--- src/rtl/pipeline_sequencer_if.sv ---
// Bundle between the ID-stage hazard sequencer and the pipeline registers:
// decoded operand fields and EX/MEM destination info in, register enables out.
interface pipeline_sequencer_if #(
  parameter int unsigned CNT_W = 32
);
  logic [4:0]       id_rs;
  logic [4:0]       id_rt;
  logic             id_uses_rt;
  logic [1:0]       id_compare_code;
  logic             id_branch_taken;
  logic             id_is_jr;
  logic [4:0]       ex_dest;
  logic [4:0]       mem_dest;
  logic             ex_reg_write;
  logic             mem_reg_write;
  logic             ex_mem_read;
  logic             mem_mem_read;
  logic             mem_req;
  logic             mem_ready;
  logic             pc_write;
  logic             ifid_write;
  logic             idex_write;
  logic             exmem_write;
  logic             ifid_flush;
  logic             idex_bubble;
  logic             memwb_bubble;
  logic             halted;
  logic [CNT_W-1:0] stall_cycles;

  modport master (
    output id_rs, id_rt, id_uses_rt, id_compare_code, id_branch_taken, id_is_jr,
           ex_dest, mem_dest, ex_reg_write, mem_reg_write, ex_mem_read, mem_mem_read,
           mem_req, mem_ready,
    input  pc_write, ifid_write, idex_write, exmem_write, ifid_flush, idex_bubble,
           memwb_bubble, halted, stall_cycles
  );

  modport slave (
    input  id_rs, id_rt, id_uses_rt, id_compare_code, id_branch_taken, id_is_jr,
           ex_dest, mem_dest, ex_reg_write, mem_reg_write, ex_mem_read, mem_mem_read,
           mem_req, mem_ready,
    output pc_write, ifid_write, idex_write, exmem_write, ifid_flush, idex_bubble,
           memwb_bubble, halted, stall_cycles
  );
endinterface

--- src/rtl/pipeline_sequencer.sv ---
// Hazard/stall sequencer for the 5-stage mips32 pipeline: load-use and branch
// operand stalls, taken-transfer flush, and a data-memory wait FSM with timeout halt.
module pipeline_sequencer #(
  parameter int unsigned MEM_TIMEOUT = 16,
  parameter int unsigned CNT_W       = 32
) (
  input logic                 clk,
  input logic                 reset,
  pipeline_sequencer_if.slave bus
);
  localparam logic [1:0] RUN      = 2'd0;
  localparam logic [1:0] MEM_WAIT = 2'd1;
  localparam logic [1:0] HALT     = 2'd2;

  logic [1:0]       state, state_nxt;
  logic [15:0]      wait_cnt, wait_nxt;
  logic             halted_q;
  logic [CNT_W-1:0] stall_q;

  logic is_branch, rs_ex, rt_ex, rs_mem, rt_mem;
  logic load_use, br_ex, br_mem, hz, taken;
  logic pc_en, ifid_en, idex_en, exmem_en, flush, idex_bub, memwb_bub;

  assign is_branch = (bus.id_compare_code == 2'b01) || (bus.id_compare_code == 2'b10) ||
                     bus.id_is_jr;
  assign rs_ex  = (bus.ex_dest  != 5'd0) && (bus.ex_dest  == bus.id_rs);
  assign rt_ex  = (bus.ex_dest  != 5'd0) && (bus.ex_dest  == bus.id_rt) && bus.id_uses_rt;
  assign rs_mem = (bus.mem_dest != 5'd0) && (bus.mem_dest == bus.id_rs);
  assign rt_mem = (bus.mem_dest != 5'd0) && (bus.mem_dest == bus.id_rt) && bus.id_uses_rt;

  assign load_use = bus.ex_mem_read && (rs_ex || rt_ex);
  assign br_ex    = is_branch && bus.ex_reg_write && (rs_ex || rt_ex);
  assign br_mem   = is_branch && bus.mem_mem_read && (rs_mem || rt_mem);
  assign hz       = load_use || br_ex || br_mem;
  assign taken    = (bus.id_compare_code == 2'b11) ||
                    ((bus.id_compare_code != 2'b00) && bus.id_branch_taken);

  // Reset forces the pass-through control word so no stale bubble leaks out.
  always_comb begin
    pc_en     = 1'b1;
    ifid_en   = 1'b1;
    idex_en   = 1'b1;
    exmem_en  = 1'b1;
    flush     = 1'b0;
    idex_bub  = 1'b0;
    memwb_bub = 1'b0;
    state_nxt = state;
    wait_nxt  = wait_cnt;
    if (!reset) begin
      if (state == HALT) begin
        {pc_en, ifid_en, idex_en, exmem_en} = '0;
        memwb_bub = 1'b1;
      end else if (!bus.mem_ready && (state == MEM_WAIT || bus.mem_req)) begin
        {pc_en, ifid_en, idex_en, exmem_en} = '0;
        memwb_bub = 1'b1;
        if (state == RUN) begin
          state_nxt = MEM_WAIT;
          wait_nxt  = 16'd1;
        end else if (wait_cnt == 16'(MEM_TIMEOUT)) begin
          state_nxt = HALT;
        end else begin
          wait_nxt = wait_cnt + 16'd1;
        end
      end else begin
        state_nxt = RUN;
        wait_nxt  = '0;
        if (hz) begin
          pc_en    = 1'b0;
          ifid_en  = 1'b0;
          idex_bub = 1'b1;
        end else if (taken) begin
          flush = 1'b1;
        end
      end
    end
  end

  always_ff @(posedge clk) begin
    if (reset) begin
      state    <= RUN;
      wait_cnt <= '0;
      halted_q <= 1'b0;
      stall_q  <= '0;
    end else begin
      state    <= state_nxt;
      wait_cnt <= wait_nxt;
      halted_q <= (state_nxt == HALT);
      if (!pc_en && (stall_q != '1))
        stall_q <= stall_q + CNT_W'(1);
    end
  end

  assign bus.pc_write     = pc_en;
  assign bus.ifid_write   = ifid_en;
  assign bus.idex_write   = idex_en;
  assign bus.exmem_write  = exmem_en;
  assign bus.ifid_flush   = flush;
  assign bus.idex_bubble  = idex_bub;
  assign bus.memwb_bubble = memwb_bub;
  assign bus.halted       = halted_q;
  assign bus.stall_cycles = stall_q;
endmodule

--- src/flat_wrapper.sv ---
// flat-port wrapper written by rule: the top's interface ports become plain ports
module pipeline_sequencer_flat 
#(
  parameter int unsigned MEM_TIMEOUT = 16,
  parameter int unsigned CNT_W       = 32
)
  (clk, reset, bus_id_rs, bus_id_rt, bus_id_uses_rt, bus_id_compare_code, bus_id_branch_taken, bus_id_is_jr, bus_ex_dest, bus_mem_dest, bus_ex_reg_write, bus_mem_reg_write, bus_ex_mem_read, bus_mem_mem_read, bus_mem_req, bus_mem_ready, bus_pc_write, bus_ifid_write, bus_idex_write, bus_exmem_write, bus_ifid_flush, bus_idex_bubble, bus_memwb_bubble, bus_halted, bus_stall_cycles);
  pipeline_sequencer_if #(.CNT_W(CNT_W)) bus_i ();
  input logic clk;
  input logic reset;
  input wire logic [$bits(bus_i.id_rs)-1:0] bus_id_rs;
  input wire logic [$bits(bus_i.id_rt)-1:0] bus_id_rt;
  input wire logic [$bits(bus_i.id_uses_rt)-1:0] bus_id_uses_rt;
  input wire logic [$bits(bus_i.id_compare_code)-1:0] bus_id_compare_code;
  input wire logic [$bits(bus_i.id_branch_taken)-1:0] bus_id_branch_taken;
  input wire logic [$bits(bus_i.id_is_jr)-1:0] bus_id_is_jr;
  input wire logic [$bits(bus_i.ex_dest)-1:0] bus_ex_dest;
  input wire logic [$bits(bus_i.mem_dest)-1:0] bus_mem_dest;
  input wire logic [$bits(bus_i.ex_reg_write)-1:0] bus_ex_reg_write;
  input wire logic [$bits(bus_i.mem_reg_write)-1:0] bus_mem_reg_write;
  input wire logic [$bits(bus_i.ex_mem_read)-1:0] bus_ex_mem_read;
  input wire logic [$bits(bus_i.mem_mem_read)-1:0] bus_mem_mem_read;
  input wire logic [$bits(bus_i.mem_req)-1:0] bus_mem_req;
  input wire logic [$bits(bus_i.mem_ready)-1:0] bus_mem_ready;
  output wire logic [$bits(bus_i.pc_write)-1:0] bus_pc_write;
  output wire logic [$bits(bus_i.ifid_write)-1:0] bus_ifid_write;
  output wire logic [$bits(bus_i.idex_write)-1:0] bus_idex_write;
  output wire logic [$bits(bus_i.exmem_write)-1:0] bus_exmem_write;
  output wire logic [$bits(bus_i.ifid_flush)-1:0] bus_ifid_flush;
  output wire logic [$bits(bus_i.idex_bubble)-1:0] bus_idex_bubble;
  output wire logic [$bits(bus_i.memwb_bubble)-1:0] bus_memwb_bubble;
  output wire logic [$bits(bus_i.halted)-1:0] bus_halted;
  output wire logic [$bits(bus_i.stall_cycles)-1:0] bus_stall_cycles;
  assign bus_i.id_rs = bus_id_rs;
  assign bus_i.id_rt = bus_id_rt;
  assign bus_i.id_uses_rt = bus_id_uses_rt;
  assign bus_i.id_compare_code = bus_id_compare_code;
  assign bus_i.id_branch_taken = bus_id_branch_taken;
  assign bus_i.id_is_jr = bus_id_is_jr;
  assign bus_i.ex_dest = bus_ex_dest;
  assign bus_i.mem_dest = bus_mem_dest;
  assign bus_i.ex_reg_write = bus_ex_reg_write;
  assign bus_i.mem_reg_write = bus_mem_reg_write;
  assign bus_i.ex_mem_read = bus_ex_mem_read;
  assign bus_i.mem_mem_read = bus_mem_mem_read;
  assign bus_i.mem_req = bus_mem_req;
  assign bus_i.mem_ready = bus_mem_ready;
  assign bus_pc_write = bus_i.pc_write;
  assign bus_ifid_write = bus_i.ifid_write;
  assign bus_idex_write = bus_i.idex_write;
  assign bus_exmem_write = bus_i.exmem_write;
  assign bus_ifid_flush = bus_i.ifid_flush;
  assign bus_idex_bubble = bus_i.idex_bubble;
  assign bus_memwb_bubble = bus_i.memwb_bubble;
  assign bus_halted = bus_i.halted;
  assign bus_stall_cycles = bus_i.stall_cycles;
  pipeline_sequencer #(.MEM_TIMEOUT(MEM_TIMEOUT), .CNT_W(CNT_W)) u_core (.clk(clk), .reset(reset), .bus(bus_i));
endmodule
--- config.mk ---
export PLATFORM = sky130hd
export DESIGN_NAME = pipeline_sequencer_flat
export DESIGN_NICKNAME = d
export VERILOG_FILES = /design/src/rtl/pipeline_sequencer_if.sv /design/src/rtl/pipeline_sequencer.sv /design/src/flat_wrapper.sv
export SDC_FILE = /design/constraint.sdc
export NUM_CORES = 1
export LEC_CHECK = 0
export CORE_MARGIN = 3
export CORE_UTILIZATION = 30
export DETAILED_ROUTE_END_ITERATION = 16
export GPL_TIMING_DRIVEN = 1
export SLEW_MARGIN = 40
export SYNTH_ARGS = -nofsm -noshare
export SYNTH_HDL_FRONTEND = slang
export SYNTH_SLANG_ARGS = --single-unit
--- constraint.sdc ---
create_clock -name clk -period 5.9 [get_ports clk]
set_input_delay 1.18 -clock clk [delete_from_list [all_inputs] [get_ports clk]]
set_output_delay 1.18 -clock clk [all_outputs]
set_load 0.02 [all_outputs]
==> flow_summary.json, run 1 <==
{
  "status": "finished, final reports clean",
  "busiest_layer": "met2",
  "cap_violations": 0,
  "vias": 3015,
  "drt-total-wl_um": 7972,
  "synth_area_um2": 2999,
  "cts_setup_buffers": 0,
  "synth-xor-area-share_pct": 6.425,
  "cts-buffers-inserted": 5,
  "total_power_mw": 0.6903,
  "ys_warn_count": 0,
  "core_um2": 9459,
  "layout_commonest_cell": "clkdlybuf4s50_1",
  "tightest_slew_ns": 0.7373,
  "synth_top_area_share_pct": 34.04,
  "met2_usage_pct": 24.86,
  "ant_nets": 0,
  "dieArea_um2": 11230,
  "setup_viol": 0,
  "first_global_vias": 2801,
  "fin_ws_ns": 0.7791,
  "die_h_um": 106.0,
  "clock_sinks": 51,
  "cts.clk_slew.worst_paths_ns": 0.10,
  "num_rows": 35,
  "grt.overflow.total": 0,
  "synth_mux_area_share_pct": 2.587,
  "first_iter_violations": 82,
  "final_cell_mix": "clkdlybuf4s50_1 (70), dfxtp_1 (51), nor2_1 (39), a21oi_1 (34), nand3_1 (23)",
  "worst-setup-path-type": "input port to output pin",
  "cts_tree": "done",
  "synthAdderAreaFrac_pct": 2.086,
  "synth_area_leaders": "dfxtp_1 (34%), xor2_1 (5.8%), a21oi_1 (5.7%), nor2_1 (4.9%), nand3_1 (3.8%)",
  "die_w_um": 106.0,
  "drive_above_1_share_pct": 4.773,
  "clkLatencyLatePin_ns": 0.31,
  "firstDrtPassIters": 4,
  "grt_use_met1_pct": 17.88,
  "fin_util_pct": 41.35,
  "cts-htree-levels": 2,
  "post_drt_wl_per_cell_um": 14.01,
  "async_reset_ff_share_pct": 0,
  "slew-limit-headroom_pct": 50.85,
  "cts_max_path_buffers": 2,
  "initial_core_util_pct": 31.71,
  "dp.cells": 561,
  "synth_area_per_cell_um2": 7.913,
  "timing.critical_path.from_type": "input port",
  "stdcell_count": 569,
  "dpl.hpwl_um": 5786,
  "combPwrFrac_pct": 13.1,
  "fin_crit_ns": 5.121,
  "hold_slack_ns": 0.5012,
  "p_int_mw": 0.5156,
  "ir_worst_vdd_uv": 87.77,
  "totalNegativeSetupSlack_ns": 0,
  "p_per_area_nw_per_um2": 176.5,
  "gp_congestion": 0.8004,
  "synth_nets": 417,
  "synth_seq_cells": 51,
  "power_frac_seq_pct": 50.7,
  "endpoint_kind": "output pin",
  "min_path_type": "flip-flop to flip-flop",
  "cts_root_buffer": "clkbuf_8",
  "finalInstanceArea_um2": 3911,
  "track_usage_pct": 14.10,
  "cts-hold-fix-buffers": 0,
  "dpl_cell_area_um2": 3799,
  "grt_max_degree": 40,
  "antenna_found_initial": 0,
  "synth-main-ff-cell": "dfxtp_1",
  "syn_inst": 379,
  "nets": 477,
  "synth_top_area_cell": "dfxtp_1",
  "drc_errors": 0,
  "synth_cell_type_count": 43,
  "rsz0062_at_grt": "false",
  "clkPwrFrac_pct": 36.2,
  "hold_viol": 0,
  "cp_max_fo": 21,
  "syn_to_final_growth_pct": 30.41,
  "crit_required_ns": 4.72,
  "swShare_pct": 25.31,
  "vias_per_cell": 5.299,
  "fin_crit_sh_pct": 86.80,
  "synthSimpleGateAreaFrac_pct": 30.50,
  "ys_seq_area_share_pct": 34.04,
  "fin_skew_ns": 0.01303,
  "dp_slack_ns": 0.7454,
  "io_pins": 73,
  "p_leak_nw": 1.224,
  "drv_slew": 0,
  "p_sw_mw": 0.1747,
  "synth_edf_count": 0,
  "place.port_buffers": 71,
  "grt_pass1_wl_um": 13460,
  "post_cts_resize_count": 0,
  "arrival_ns": 3.94,
  "synth_compound_area_share_pct": 19.36,
  "globalRouteMet3Util_pct": 2.793,
  "max_clock_freq_mhz": 195.3,
  "diodes": 0,
  "synth_top_family_by_area": "simple AND/OR/NAND/NOR gates"
}
worst max-delay path, cell delays in order:
cell and delay [ns]:
clkdlybuf4s50_1 0.46, or4_1 0.57, o221ai_1 0.21, o22ai_2 0.11, nor2_2 0.58, or2_1 0.21, clkdlybuf4s50_1 0.60
path summary, 6_finish.rpt:
| kind | start | to | slack (ns) | depth (start not counted) |
|---|---|---|---|---|
| setup / recovery | bus_mem_dest[0] | bus_ifid_write | 0.78 | 7 |
| hold / removal | u_core.wait_cnt[15] | u_core.wait_cnt[15] | 0.50 | 1 |
| setup reg to reg | u_core.bus.stall_cycles[3] | u_core.bus.stall_cycles[22] | 3.28 | 5 |
| hold reg to reg | u_core.wait_cnt[15] | u_core.wait_cnt[15] | 0.50 | 1 |
routing by layer:
metal | vias to the layer above | wire (µm)
li1 | 1523 | -
met4 | 0 | 50
met1 | 1426 | 3577
met2 | 62 | 3955
met3 | 4 | 388
met5 | - | 0
cells in the mapped netlist (3+ instances only):
cell type and instances:
a21oi_1 34, a311oi_1 7, and3_1 10, buf_2 3, buf_4 3, clkbuf_1 13
dfxtp_1 51, ha_1 5, inv_1 14, mux2_1 6, nand2_1 19, nand3_1 23
nand4_1 12, nor2_1 39, nor2b_1 7, nor3_1 5, nor3b_1 5, nor4_1 10
nor4b_1 3, o21ai_0 14, o21ai_1 10, o31ai_1 12, or3_1 13, or4_1 14
xor2_1 20
cell type report:
cell class / count / area [µm²]
Fill cell: 988 / 5548
Multi-Input combinational cell: 294 / 1843
Sequential cell: 51 / 1021
Timing Repair Buffer: 73 / 720.7
Tap cell: 129 / 161.4
Clock buffer: 5 / 68.82
Inverter: 14 / 52.55
Clock inverter: 3 / 43.79
flip-flops by register name, summed over array words and instances, names as in the netlist:
| name | flops |
|---|---|
| u_core.wait_cnt | 16 |
| u_core.bus.halted | 1 |
| u_core.bus.stall_cycles | 32 |
| u_core.state | 2 |
logic make-up (layout without fill, tap and decap cells):
logic type / count (synthesis) / in the layout
mux: 7 / 7
compound gates: 93 / 93
xor+xnor: 22 / 22
simple gates: 167 / 167
buf+inv: 34 / 95
fa+ha+maj: 5 / 5
flops: 51 / 51
power by group through the flow:
stage,Combinational [mW],Clock [mW],Sequential (mW)
2_1_floorplan,0.0483,0,0.359
3_3_place_gp,0.0897,0,0.358
3_5_place_dp,0.0916,0,0.358
4_1_cts,0.0919,0.257,0.350
5_1_grt,0.101,0.270,0.351
6_report,0.0904,0.250,0.350
No activity file was read; power rests on OpenSTA's default activity.
==> inputs of run 2 (changes only) <==
--- a/config.mk
+++ b/config.mk
@@ -6,9 +6,12 @@
 export NUM_CORES = 1
 export LEC_CHECK = 0
 export CORE_MARGIN = 3
-export CORE_UTILIZATION = 30
+export CORE_UTILIZATION = 50
+export CTS_BUF_LIST = sky130_fd_sc_hd__clkbuf_4 sky130_fd_sc_hd__clkbuf_8 sky130_fd_sc_hd__clkbuf_16
+export CTS_CLUSTER_DIAMETER = 80
 export DETAILED_ROUTE_END_ITERATION = 16
 export GPL_TIMING_DRIVEN = 1
+export PLACE_DENSITY = 0.81
 export SLEW_MARGIN = 40
 export SYNTH_ARGS = -nofsm -noshare
 export SYNTH_HDL_FRONTEND = slang
==> flow_summary.json, run 2 (same netlist as run 1, synthesis figures left out) <==
{
  "status": "finished, final reports clean",
  "cts-buffers-inserted": 5,
  "hold_slack_ns": 0.5171,
  "reg2regPathDepth": 5,
  "first_iter_violations": 103,
  "place.port_buffers": 71,
  "timing.rr.end": "u_core.bus.stall_cycles[22]",
  "power_frac_seq_pct": 49.7,
  "fin_util_pct": 68.09,
  "fin_crit_ns": 5.281,
  "setup_viol": 0,
  "p_int_mw": 0.5282,
  "track_usage_pct": 22.33,
  "num_rows": 27,
  "timing.critical_path.from_type": "input port",
  "fin_skew_ns": 0.01069,
  "grt.overflow.total": 0,
  "hold_viol": 0,
  "combPwrFrac_pct": 12.8,
  "cp_max_fo": 21,
  "drc_errors": 0,
  "hold-path-endpoint": "u_core.bus.stall_cycles[27]",
  "drt-total-wl_um": 7693,
  "syn_to_final_growth_pct": 28.08,
  "grt_pass1_wl_um": 13370,
  "p_per_area_nw_per_um2": 183.4,
  "first_global_vias": 2956,
  "io_pins": 73,
  "die_w_um": 83.45,
  "r2r_slack_ns": 3.33,
  "num-fill-cells": 466,
  "cts-htree-levels": 2,
  "dpl_cell_area_um2": 3720,
  "drive_above_1_share_pct": 4.556,
  "ant_nets": 0,
  "initial_core_util_pct": 53.16,
  "nets": 476,
  "final_cell_mix": "clkdlybuf4s50_1 (70), dfxtp_1 (51), nor2_1 (39), a21oi_1 (34), nand3_1 (23)",
  "cts_root_buffer": "clkbuf_8",
  "worst-setup-path-type": "input port to output pin",
  "antenna_found_initial": 0,
  "crit_path_cell_trace": "clkdlybuf4s50_1 -> or4_1 -> o221ai_1 -> o22ai_2 -> nor2_2 -> or2_1 -> clkdlybuf4s50_1",
  "vias": 3073,
  "gp_congestion": 0.8458,
  "arrival_ns": 4.10,
  "post_drt_wl_per_cell_um": 15.05,
  "tightest_slew_ns": 0.7875,
  "vias_per_cell": 6.014,
  "finalInstanceArea_um2": 3841,
  "dpl.hpwl_um": 5564,
  "min-delay-start": "u_core.bus.stall_cycles[27]",
  "min_path_type": "flip-flop to flip-flop",
  "cp_num_buf_inv": 2,
  "clkLatencyLatePin_ns": 0.32,
  "totalNegativeSetupSlack_ns": 0,
  "die_h_um": 83.45,
  "cts_tree": "done",
  "core_um2": 5642,
  "clock_sinks": 51,
  "endpoint_kind": "output pin",
  "clkPwrFrac_pct": 37.5,
  "multiInputGateArea_um2": 1843,
  "seqCellArea_um2": 1021,
  "crit_required_ns": 4.72,
  "cts_setup_buffers": 0,
  "largest_reg_flops": 32,
  "firstDrtPassIters": 4,
  "layout_commonest_cell": "clkdlybuf4s50_1",
  "fin_crit_sh_pct": 89.51,
  "path_delay_family": "simple AND/OR/NAND/NOR gates",
  "grt_max_degree": 35,
  "ir_worst_vdd_uv": 113.2,
  "post_cts_resize_count": 0,
  "rsz0062_at_grt": "false",
  "cts_max_path_buffers": 2,
  "cts.clk_slew.worst_paths_ns": 0.09,
  "cts-hold-fix-buffers": 0,
  "regToRegStartpoint": "u_core.bus.stall_cycles[3]",
  "swShare_pct": 25.01,
  "cap_violations": 0,
  "slew-limit-headroom_pct": 47.44,
  "cpPeakStageDelay_ns": 0.65,
  "diodes": 0,
  "total_power_mw": 0.7043,
  "dieArea_um2": 6964,
  "slowest_stage": "nor2_2",
  "max_clock_freq_mhz": 189.3,
  "hold_path_depth": 2,
  "p_leak_nw": 1.222,
  "drv_slew": 0,
  "p_sw_mw": 0.1761,
  "timing.critical_path.mode_cell": "clkdlybuf4s50_1"
}
run 2: worst reg2reg max path: cells and delay by family, from the launching register on:
kind	cells	cell delay [ns]
AND/OR/NAND/NOR	4	1.65
flip-flops	1	0.45
multiplexers	1	0.35
run 2: power by group through the flow:
| stage | sequential (mW) | clock [mW] | combinational, mW |
|---|---|---|---|
| 2_1_floorplan | 0.359 | 0 | 0.0483 |
| 3_3_place_gp | 0.358 | 0 | 0.0868 |
| 3_5_place_dp | 0.358 | 0 | 0.0903 |
| 4_1_cts | 0.350 | 0.267 | 0.0906 |
| 5_1_grt | 0.351 | 0.280 | 0.0984 |
| 6_report | 0.350 | 0.264 | 0.0900 |
run 2: layout make-up:
cell class / instances / share of cell area (%)
repair buffers: 72 / 18.57
clock buffers: 6 / 2.150
flip-flops and latches: 51 / 26.58
well taps: 72 / 2.345
clock inverters: 2 / 1.010
multi-input cells: 294 / 47.98
inverters: 14 / 1.368
run 2: routing by layer:
layer  GRT usage, %  part of all wire [%]
met1          27.70                    44
met2          38.92                    49
met3          5.133                   5.6
met4          5.994                  0.90
met5              0                     0
run 2: worst max-delay path by stage:
stage / end / start / depth (start not counted)
floorplan: bus_pc_write / bus_mem_dest[0] / 8
global placement: bus_ifid_write / bus_mem_dest[0] / 7
detailed placement: bus_ifid_write / bus_mem_dest[0] / 7
CTS: bus_ifid_write / bus_mem_dest[0] / 7
global route: bus_ifid_write / bus_mem_dest[0] / 7
finish: bus_ifid_write / bus_mem_dest[0] / 7
run 2: through the flow:
| step | setup WS (ns) | instances |
|---|---|---|
| final | 0.6188 | 511 |
| after global routing | 0.4326 | 511 |
| after CTS | 0.6460 | 511 |
| after detailed placement | 0.6527 | 503 |
| after global placement | 0.7427 | 503 |
| after floorplan | 1.765 | 379 |
==> inputs of run 3 (changes only) <==
--- a/config.mk
+++ b/config.mk
@@ -10,8 +10,8 @@
 export CTS_BUF_LIST = sky130_fd_sc_hd__clkbuf_4 sky130_fd_sc_hd__clkbuf_8 sky130_fd_sc_hd__clkbuf_16
 export CTS_CLUSTER_DIAMETER = 80
 export DETAILED_ROUTE_END_ITERATION = 16
+export DONT_BUFFER_PORTS = 1
 export GPL_TIMING_DRIVEN = 1
-export PLACE_DENSITY = 0.81
 export SLEW_MARGIN = 40
 export SYNTH_ARGS = -nofsm -noshare
 export SYNTH_HDL_FRONTEND = slang
==> flow_summary.json, run 3 (same netlist as run 1, synthesis figures left out) <==
{
  "cts_tree": "done",
  "firstDrtPassIters": 4,
  "ir_worst_vdd_uv": 143.9,
  "first_iter_violations": 108,
  "grt.overflow.total": 0,
  "wl_met3_um": 479,
  "vias": 2738,
  "syn_to_final_growth_pct": 5.006,
  "die_w_um": 83.45,
  "largest_reg_flops": 32,
  "diodes": 0,
  "vias_per_cell": 6.237,
  "tightest_slew_ns": 0.7354,
  "layout_commonest_cell": "dfxtp_1",
  "arrival_ns": 3.18,
  "cts.clk_slew.worst_paths_ns": 0.10,
  "cts_setup_buffers": 0,
  "drive_above_1_share_pct": 5.177,
  "antenna_found_initial": 0,
  "dr_wl_met2_um": 3406,
  "cap_violations": 0,
  "fin_ws_ns": 1.539,
  "nets": 404,
  "ant_nets": 0,
  "final_cell_mix": "dfxtp_1 (51), nor2_1 (39), a21oi_1 (34), nand3_1 (23), xor2_1 (20)",
  "clkLatencyLatePin_ns": 0.30,
  "max_clock_freq_mhz": 229.3,
  "gp_congestion": 0.7948,
  "hold_viol": 0,
  "dpl_cell_area_um2": 3013,
  "drt-total-wl_um": 7171,
  "fin_skew_ns": 0.01337,
  "endpoint_kind": "output pin",
  "post_drt_wl_per_cell_um": 16.33,
  "cts-htree-levels": 2,
  "rsz0062_at_grt": "false",
  "fin_crit_sh_pct": 73.91,
  "status": "finished, final reports clean",
  "slew-limit-headroom_pct": 50.92,
  "num_rows": 27,
  "grt_max_degree": 60,
  "cts_max_path_buffers": 2,
  "worst-setup-path-type": "input port to output pin",
  "place.port_buffers": 0,
  "finalInstanceArea_um2": 3149,
  "cts-buffers-inserted": 5,
  "dieArea_um2": 6964,
  "cts_root_buffer": "clkbuf_8",
  "timing.critical_path.from_type": "input port",
  "setup_viol": 0,
  "core_um2": 5642,
  "dpl.hpwl_um": 4969,
  "drv_slew": 0,
  "p_per_area_nw_per_um2": 219.1,
  "hold_slack_ns": 0.5071,
  "drc_errors": 0,
  "cp_max_fo": 21,
  "first_global_vias": 2468,
  "crit_required_ns": 4.72,
  "highest_layer": "met4",
  "die_h_um": 83.45,
  "initial_core_util_pct": 53.16,
  "clock_sinks": 51,
  "post_cts_resize_count": 0,
  "io_pins": 73,
  "totalNegativeSetupSlack_ns": 0,
  "track_usage_pct": 19.69,
  "grt_pass1_wl_um": 11630,
  "num-fill-cells": 533,
  "fin_crit_ns": 4.361,
  "cts-hold-fix-buffers": 0,
  "p_leak_nw": 0.9593,
  "met1_length_um": 3250,
  "dp_slack_ns": 1.504,
  "min_path_type": "flip-flop to flip-flop"
}
## run 3: path summary, 6_finish.rpt
kind / cells after the start / slack [ns] / start / endpoint
worst max-delay path: 5 / 1.54 / bus_ex_dest[0] / bus_pc_write
worst min-delay path: 1 / 0.51 / u_core.wait_cnt[15] / u_core.wait_cnt[15]
worst max register to register: 5 / 3.13 / u_core.bus.stall_cycles[3] / u_core.bus.stall_cycles[22]
worst min register to register: 1 / 0.51 / u_core.wait_cnt[15] / u_core.wait_cnt[15]
## run 3: cell type report
| cell class | count | area [µm²] | share of cell area (%) |
|---|---|---|---|
| multi-input cells | 294 | 1849 | 58.72 |
| flip-flops and latches | 51 | 1021 | 32.42 |
| well taps | 72 | 90.09 | 2.861 |
| clock buffers | 5 | 68.82 | 2.185 |
| clock inverters | 3 | 67.56 | 2.145 |
| inverters | 14 | 52.55 | 1.669 |
## run 3: per-layer routing
metal  vias to the layer above  GRT usage (%)
met4                         0          3.801
met5                         -              0
met1                      1269          25.24
li1                       1384              -
met2                        79          32.87
met3                         6          6.120
## run 3: stage by stage
step | power (mW) | utilization [%] | cells
after floorplan | 0.4070 | - | 379
after global placement | 0.4060 | 53.03 | 431
after detailed placement | 0.4084 | 53.40 | 431
after CTS | 0.6991 | 55.82 | 439
after global routing | 0.7146 | 55.82 | 439
final | 0.6901 | 55.82 | 439
## run 3: critical path: stages
cell and delay, ns:
or4_1 0.52, o22ai_1 0.22, o22ai_2 0.20, nor2_2 0.61, or2_1 0.43
## run 3: power breakdown
part           internal (mW)  switching, mW  leakage [nW]
clock                  0.169          0.121        0.0644
combinational         0.0180         0.0296         0.484
sequential             0.346        0.00605         0.411
total                  0.534          0.157         0.959
